==> src/rtl/bcd_pkg.sv <==
`default_nettype none
// ============================================================================
//  Module   : bcd_pkg
//  Purpose  : Shared types and constants for the binary-to-BCD converter.
//  Revision : 1.0 - initial release
// ============================================================================
package bcd_pkg;

    typedef logic [3:0] bcd_digit_t;

    typedef enum logic [1:0] {
        IDLE  = 2'd0,
        SHIFT = 2'd1,
        DONE  = 2'd2
    } bcd_state_t;

    localparam bcd_digit_t BCD_ADJ_THRESHOLD = 4'd4;
    localparam bcd_digit_t BCD_ADJ_ADDEND    = 4'd3;

endpackage
`default_nettype wire

==> src/rtl/bcd_digit_adj.sv <==
`default_nettype none
// ============================================================================
//  Module   : bcd_digit_adj
//  Purpose  : Double-dabble correction cell: adds 3 to a BCD digit above 4.
//  Revision : 1.0 - initial release
// ============================================================================
module bcd_digit_adj
    import bcd_pkg::*;
(
    input  bcd_digit_t i_digit,
    output bcd_digit_t o_digit
);

    always_comb begin
        o_digit = i_digit;
        if (i_digit > BCD_ADJ_THRESHOLD) begin
            o_digit = i_digit + BCD_ADJ_ADDEND;
        end
    end

endmodule
`default_nettype wire

==> src/rtl/bin_to_bcd.sv <==
`default_nettype none
// ============================================================================
//  Module   : bin_to_bcd
//  Purpose  : Sequential double-dabble binary-to-BCD converter with
//             valid/ready handshakes; one input bit per SHIFT cycle.
//             Define BIN_TO_BCD_SIGNED_EN for two's-complement input.
//  Revision : 1.0 - initial release
// ============================================================================
module bin_to_bcd
    import bcd_pkg::*;
#(
    parameter int WIDTH  = 8,
    parameter int DIGITS = 3
) (
    input  logic                  clk,
    input  logic                  rst,
    input  logic                  in_valid,
    output logic                  in_ready,
    input  logic [WIDTH-1:0]      in_data,
    output logic                  out_valid,
    input  logic                  out_ready,
    output logic [DIGITS*4-1:0]   out_digits,
    output logic                  out_sign,
    output logic                  out_ovf
);

    localparam int              BCD_W    = DIGITS * 4;
    localparam int              CNT_W    = $clog2(WIDTH + 1);
    localparam logic [CNT_W-1:0] LAST_CNT = CNT_W'(WIDTH - 1);
    localparam logic [CNT_W-1:0] CNT_ONE  = CNT_W'(1);

    bcd_state_t         state_q, state_d;
    logic [BCD_W-1:0]   bcd_q,   bcd_d;
    logic [WIDTH-1:0]   bin_q,   bin_d;
    logic [CNT_W-1:0]   cnt_q,   cnt_d;
    logic               ovf_q,   ovf_d;

    logic [BCD_W-1:0]   w_bcd_adj;
    logic [WIDTH-1:0]   w_mag;
    logic               w_accept;

    generate
        for (genvar gi = 0; gi < DIGITS; gi++) begin : g_digit
            bcd_digit_adj u_adj (
                .i_digit (bcd_q[4*gi +: 4]),
                .o_digit (w_bcd_adj[4*gi +: 4])
            );
        end
    endgenerate

`ifdef BIN_TO_BCD_SIGNED_EN
    logic sign_q, sign_d;
    // Unsigned reading of the negation makes -2^(WIDTH-1) come out right.
    assign w_mag = in_data[WIDTH-1] ? (-in_data) : in_data;
`else
    assign w_mag = in_data;
`endif

    assign in_ready = (state_q == IDLE) && !rst;
    assign w_accept = in_valid && in_ready;

    always_comb begin
        state_d = state_q;
        bcd_d   = bcd_q;
        bin_d   = bin_q;
        cnt_d   = cnt_q;
        ovf_d   = ovf_q;
`ifdef BIN_TO_BCD_SIGNED_EN
        sign_d  = sign_q;
`endif
        case (state_q)
            IDLE: begin
                if (w_accept) begin
                    bin_d   = w_mag;
                    bcd_d   = '0;
                    ovf_d   = 1'b0;
                    cnt_d   = '0;
`ifdef BIN_TO_BCD_SIGNED_EN
                    sign_d  = in_data[WIDTH-1];
`endif
                    state_d = SHIFT;
                end
            end
            SHIFT: begin
                bcd_d = {w_bcd_adj[BCD_W-2:0], bin_q[WIDTH-1]};
                bin_d = {bin_q[WIDTH-2:0], 1'b0};
                ovf_d = ovf_q | w_bcd_adj[BCD_W-1];
                cnt_d = cnt_q + CNT_ONE;
                if (cnt_q == LAST_CNT) begin
                    state_d = DONE;
                end
            end
            DONE: begin
                if (out_ready) begin
                    state_d = IDLE;
                end
            end
            default: state_d = IDLE;
        endcase
    end

    always_ff @(posedge clk) begin
        if (rst) begin
            state_q <= IDLE;
            bcd_q   <= '0;
            bin_q   <= '0;
            cnt_q   <= '0;
            ovf_q   <= 1'b0;
`ifdef BIN_TO_BCD_SIGNED_EN
            sign_q  <= 1'b0;
`endif
        end else begin
            state_q <= state_d;
            bcd_q   <= bcd_d;
            bin_q   <= bin_d;
            cnt_q   <= cnt_d;
            ovf_q   <= ovf_d;
`ifdef BIN_TO_BCD_SIGNED_EN
            sign_q  <= sign_d;
`endif
        end
    end

    assign out_valid  = (state_q == DONE);
    assign out_digits = bcd_q;
    assign out_ovf    = ovf_q;
`ifdef BIN_TO_BCD_SIGNED_EN
    assign out_sign   = sign_q;
`else
    assign out_sign   = 1'b0;
`endif

endmodule
`default_nettype wire

==> config.mk <==
export PLATFORM = sky130hd
export DESIGN_NAME = bin_to_bcd
export DESIGN_NICKNAME = d
export VERILOG_FILES = /design/src/rtl/bcd_pkg.sv /design/src/rtl/bcd_digit_adj.sv /design/src/rtl/bin_to_bcd.sv
export SDC_FILE = /design/constraint.sdc
export NUM_CORES = 1
export LEC_CHECK = 0
export ABC_AREA = 1
export BUFFER_PORTS_ARGS = -buffer_cell sky130_fd_sc_hd__buf_2
export CAP_MARGIN = 20
export CORE_UTILIZATION = 40
export CTS_CLUSTER_DIAMETER = 80
export DETAILED_ROUTE_END_ITERATION = 8
export SYNTH_ARGS = -nofsm -noshare
export SYNTH_HDL_FRONTEND = slang
export SYNTH_SLANG_ARGS = --single-unit
==> constraint.sdc <==
create_clock -name clk -period 2 [get_ports clk]
set_input_delay 0 -clock clk [delete_from_list [all_inputs] [get_ports clk]]
set_output_delay 0 -clock clk [all_outputs]
set_load 0.05 [all_outputs]
==> flow_summary.yaml <==
run_status:
  status: "completed"
cts:
  cts_setup_buffers: 0
  cts_root_buf: "clkbuf_8"
  cts_buffers: 3
  clk_latency_ns: 0.27
  cts.sinks: 27
  clk_pin_slew_worst_paths_ns: 0.09
  htree_levels: 1
  cts_tree: "done"
  cts_max_path_buffers: 2
detailed_routing:
  remaining_drc_errors: 0
  vias_per_cell: 4.79
  drt_iter0_drc: 78
  avgRoutedWirePerCell_um: 10.4
  drt-total-wl_mm: 2.97
  via_count: 1376
  firstDrtPassIters: 4
  ant_nets: 0
power_and_ir_drop:
  ir_worst_vdd_v: 0.000365
  total_power_mw: 1.06
  power.density_nw_per_um2: 642
  total_leakage_power_nw: 0.781
sta:
  fin_crit_sh: 0.674
  fin_crit_ns: 1.35
  finalSetupViolCount: 0
  finalSetupTns_ns: 0
  skew_ns: 0.00404
  fmax_mhz: 742
  drv_slew: 0
  rsz0062_at_grt: "no"
  final-hold-violation-count: 0
critical_path:
  cp.required_ns: 2.18
  cp_slowest_cell: "dfxtp_1"
  critPathArrivalTime_ns: 1.52
  path_cells: "inv_2, nand4_4, nand2_1, inv_2, nor2_1, nor2_1"
  startpoint_type: "register"
  reg2reg_depth: 6
  cp.depth: 6
  cp-end-kind: "register"
  crit_family: "simple AND/OR/NAND/NOR gates"
  worstPathMaxFanout: 26
  path_class: "register to register"
  max_stage_delay_ns: 0.36
  critical_path_buf_inv_count: 2
finish:
  syn_to_final_growth_pct: 12.0
  diodes: 0
  final_util: 0.481
  stdcell_count: 287
  finalNetCount: 258
  drive_above_1_share: 0.162
global_routing:
  grt_pass1_wl_mm: 5.06
  antenna_found_initial: 0
  grt_max_degree: 27
  grt-ovfl-total: 0
  grt_pass1_vias: 1133
  grt.total_usage: 0.161
placed_design:
  dpl.hpwl_mm: 1.95
  io_buffer_count: 26
  place_congestion: 0.824
  dp.cells: 282
logic_synthesis:
  synth_cell_type_count: 24
  synthCells: 218
  synth.largest_area_cell: "dfxtp_1"
  yosysSeqAreaShare: 0.365
  synth.cell_area_um2: 1480
  ys_warn_count: 0
  synth_top_area_share: 0.365
  synthTopCellsByArea: "dfxtp_1 37%, nand3_1 14%, nand2_1 11%"
  syn_avg_cell_area_um2: 6.78
  ys_seq_elements: 27
  syn_nets: 234
job:
  drv_cap: 0
hold_path:
  holdCritPathClass: "input port to register"
  whs_path_depth: 5
floorplanning:
  initial_utilization: 0.430
  die_x_um: 62.8
  dieArea_um2: 3940
  die_h_um: 62.8
  io_pins: 28
  rows: 21
  core_area_um2: 3440
==> repair_timing <==
item | 4_1_cts | 5_1_grt
hold buffers | 1 | 0
resized for setup | 0 | 0
setup endpoints to repair | 0 | 0
hold endpoints to repair | 1 | 0
==> cells in the mapped netlist <==
cell,n
a21oi_1,19
a31oi_1,1
buf_2,4
buf_4,1
buf_6,5
clkbuf_1,1
clkinv_2,2
conb_1,1
dfxtp_1,27
ha_1,4
inv_1,22
inv_2,3
nand2_1,44
nand2_2,1
nand3_1,42
nand3b_1,1
nand4_1,1
nand4_4,1
nor2_1,20
nor3_1,2
o21ai_0,6
o21ai_1,6
o21bai_1,3
o31ai_1,1
==> path summary, 6_finish.rpt <==
| check | slack (ns) | start | endpoint |
|---|---|---|---|
| max | 0.65 | state_q[0] | bin_q[7] |
| min | 0.05 | in_data[4] | bin_q[4] |
| max reg2reg | 0.65 | state_q[0] | bin_q[7] |
| min reg2reg | 0.47 | bin_q[7] | out_digits[0] |
==> metrics by stage <==
| stage | worst slack [ns] | hold WS [ns] | cell area [um2] |
|---|---|---|---|
| 3_3_place_gp | 0.682 | 0.254 | 1600 |
| 3_5_place_dp | 0.629 | 0.241 | 1600 |
| 2_1_floorplan | 0.437 | 0.135 | 1480 |
| 4_1_cts | 0.624 | 0.0408 | 1660 |
| 6_report | 0.652 | 0.0453 | 1660 |
| 5_1_grt | 0.481 | 0.0559 | 1660 |
==> cell usage in the layout (no fill, tap or decap), types with 2 or more instances in the layout <==
master,n
a21oi_1,19
buf_2,26
buf_4,3
clkbuf_8,3
clkinv_2,2
dfxtp_1,27
ha_1,4
inv_1,22
inv_2,3
nand2_1,44
nand3_1,42
nor2_1,20
nor3_1,2
o21ai_0,6
o21ai_1,6
o21bai_1,3
==> registers in the layout (all words and copies together), names as in the netlist <==
register    count
cnt_q           4
bin_q           8
state_q         2
out_ovf         1
out_digits     12
==> final cells by class <==
cell class / count / area (um2)
Tap cell: 46 / 57.6
Fill cell: 384 / 1790
Multi-Input combinational cell: 153 / 747
Sequential cell: 27 / 541
Timing Repair Buffer: 30 / 163
Clock buffer: 4 / 45.0
Inverter: 27 / 104
==> where the power goes <==
group | switching, mW | internal, mW
registers | 0.0110 | 0.562
logic | 0.122 | 0.0573
clock network | 0.168 | 0.143
total | 0.301 | 0.762
==> worst reg2reg max path, stage by stage (launching register included) <==
cell	delay, ns
dfxtp_1	0.36
inv_2	0.08
nand4_4	0.32
nand2_1	0.25
inv_2	0.10
nor2_1	0.09
nor2_1	0.05
==> metal layers <==
| layer | track usage | vias up | wire length (um) |
|---|---|---|---|
| met5 | 0 | - | 0 |
| met4 | 0.0785 | 0 | 53 |
| met3 | 0.0420 | 5 | 112 |
| met2 | 0.247 | 25 | 1250 |
| met1 | 0.208 | 591 | 1550 |
| li1 | - | 755 | - |
==> logic make-up (layout without fill, tap and decap cells) <==
| kind of cell | count (synthesis) | count (layout) | share of synthesized area |
|---|---|---|---|
| compound gates | 36 | 36 | 0.129 |
| fa+ha+maj | 4 | 4 | 0.0338 |
| buf+inv | 38 | 61 | 0.129 |
| flops | 27 | 27 | 0.365 |
| other cells | 1 | 1 | 0.00254 |
| simple gates | 112 | 112 | 0.339 |
Note: power is estimated with default switching activity, not from simulation.
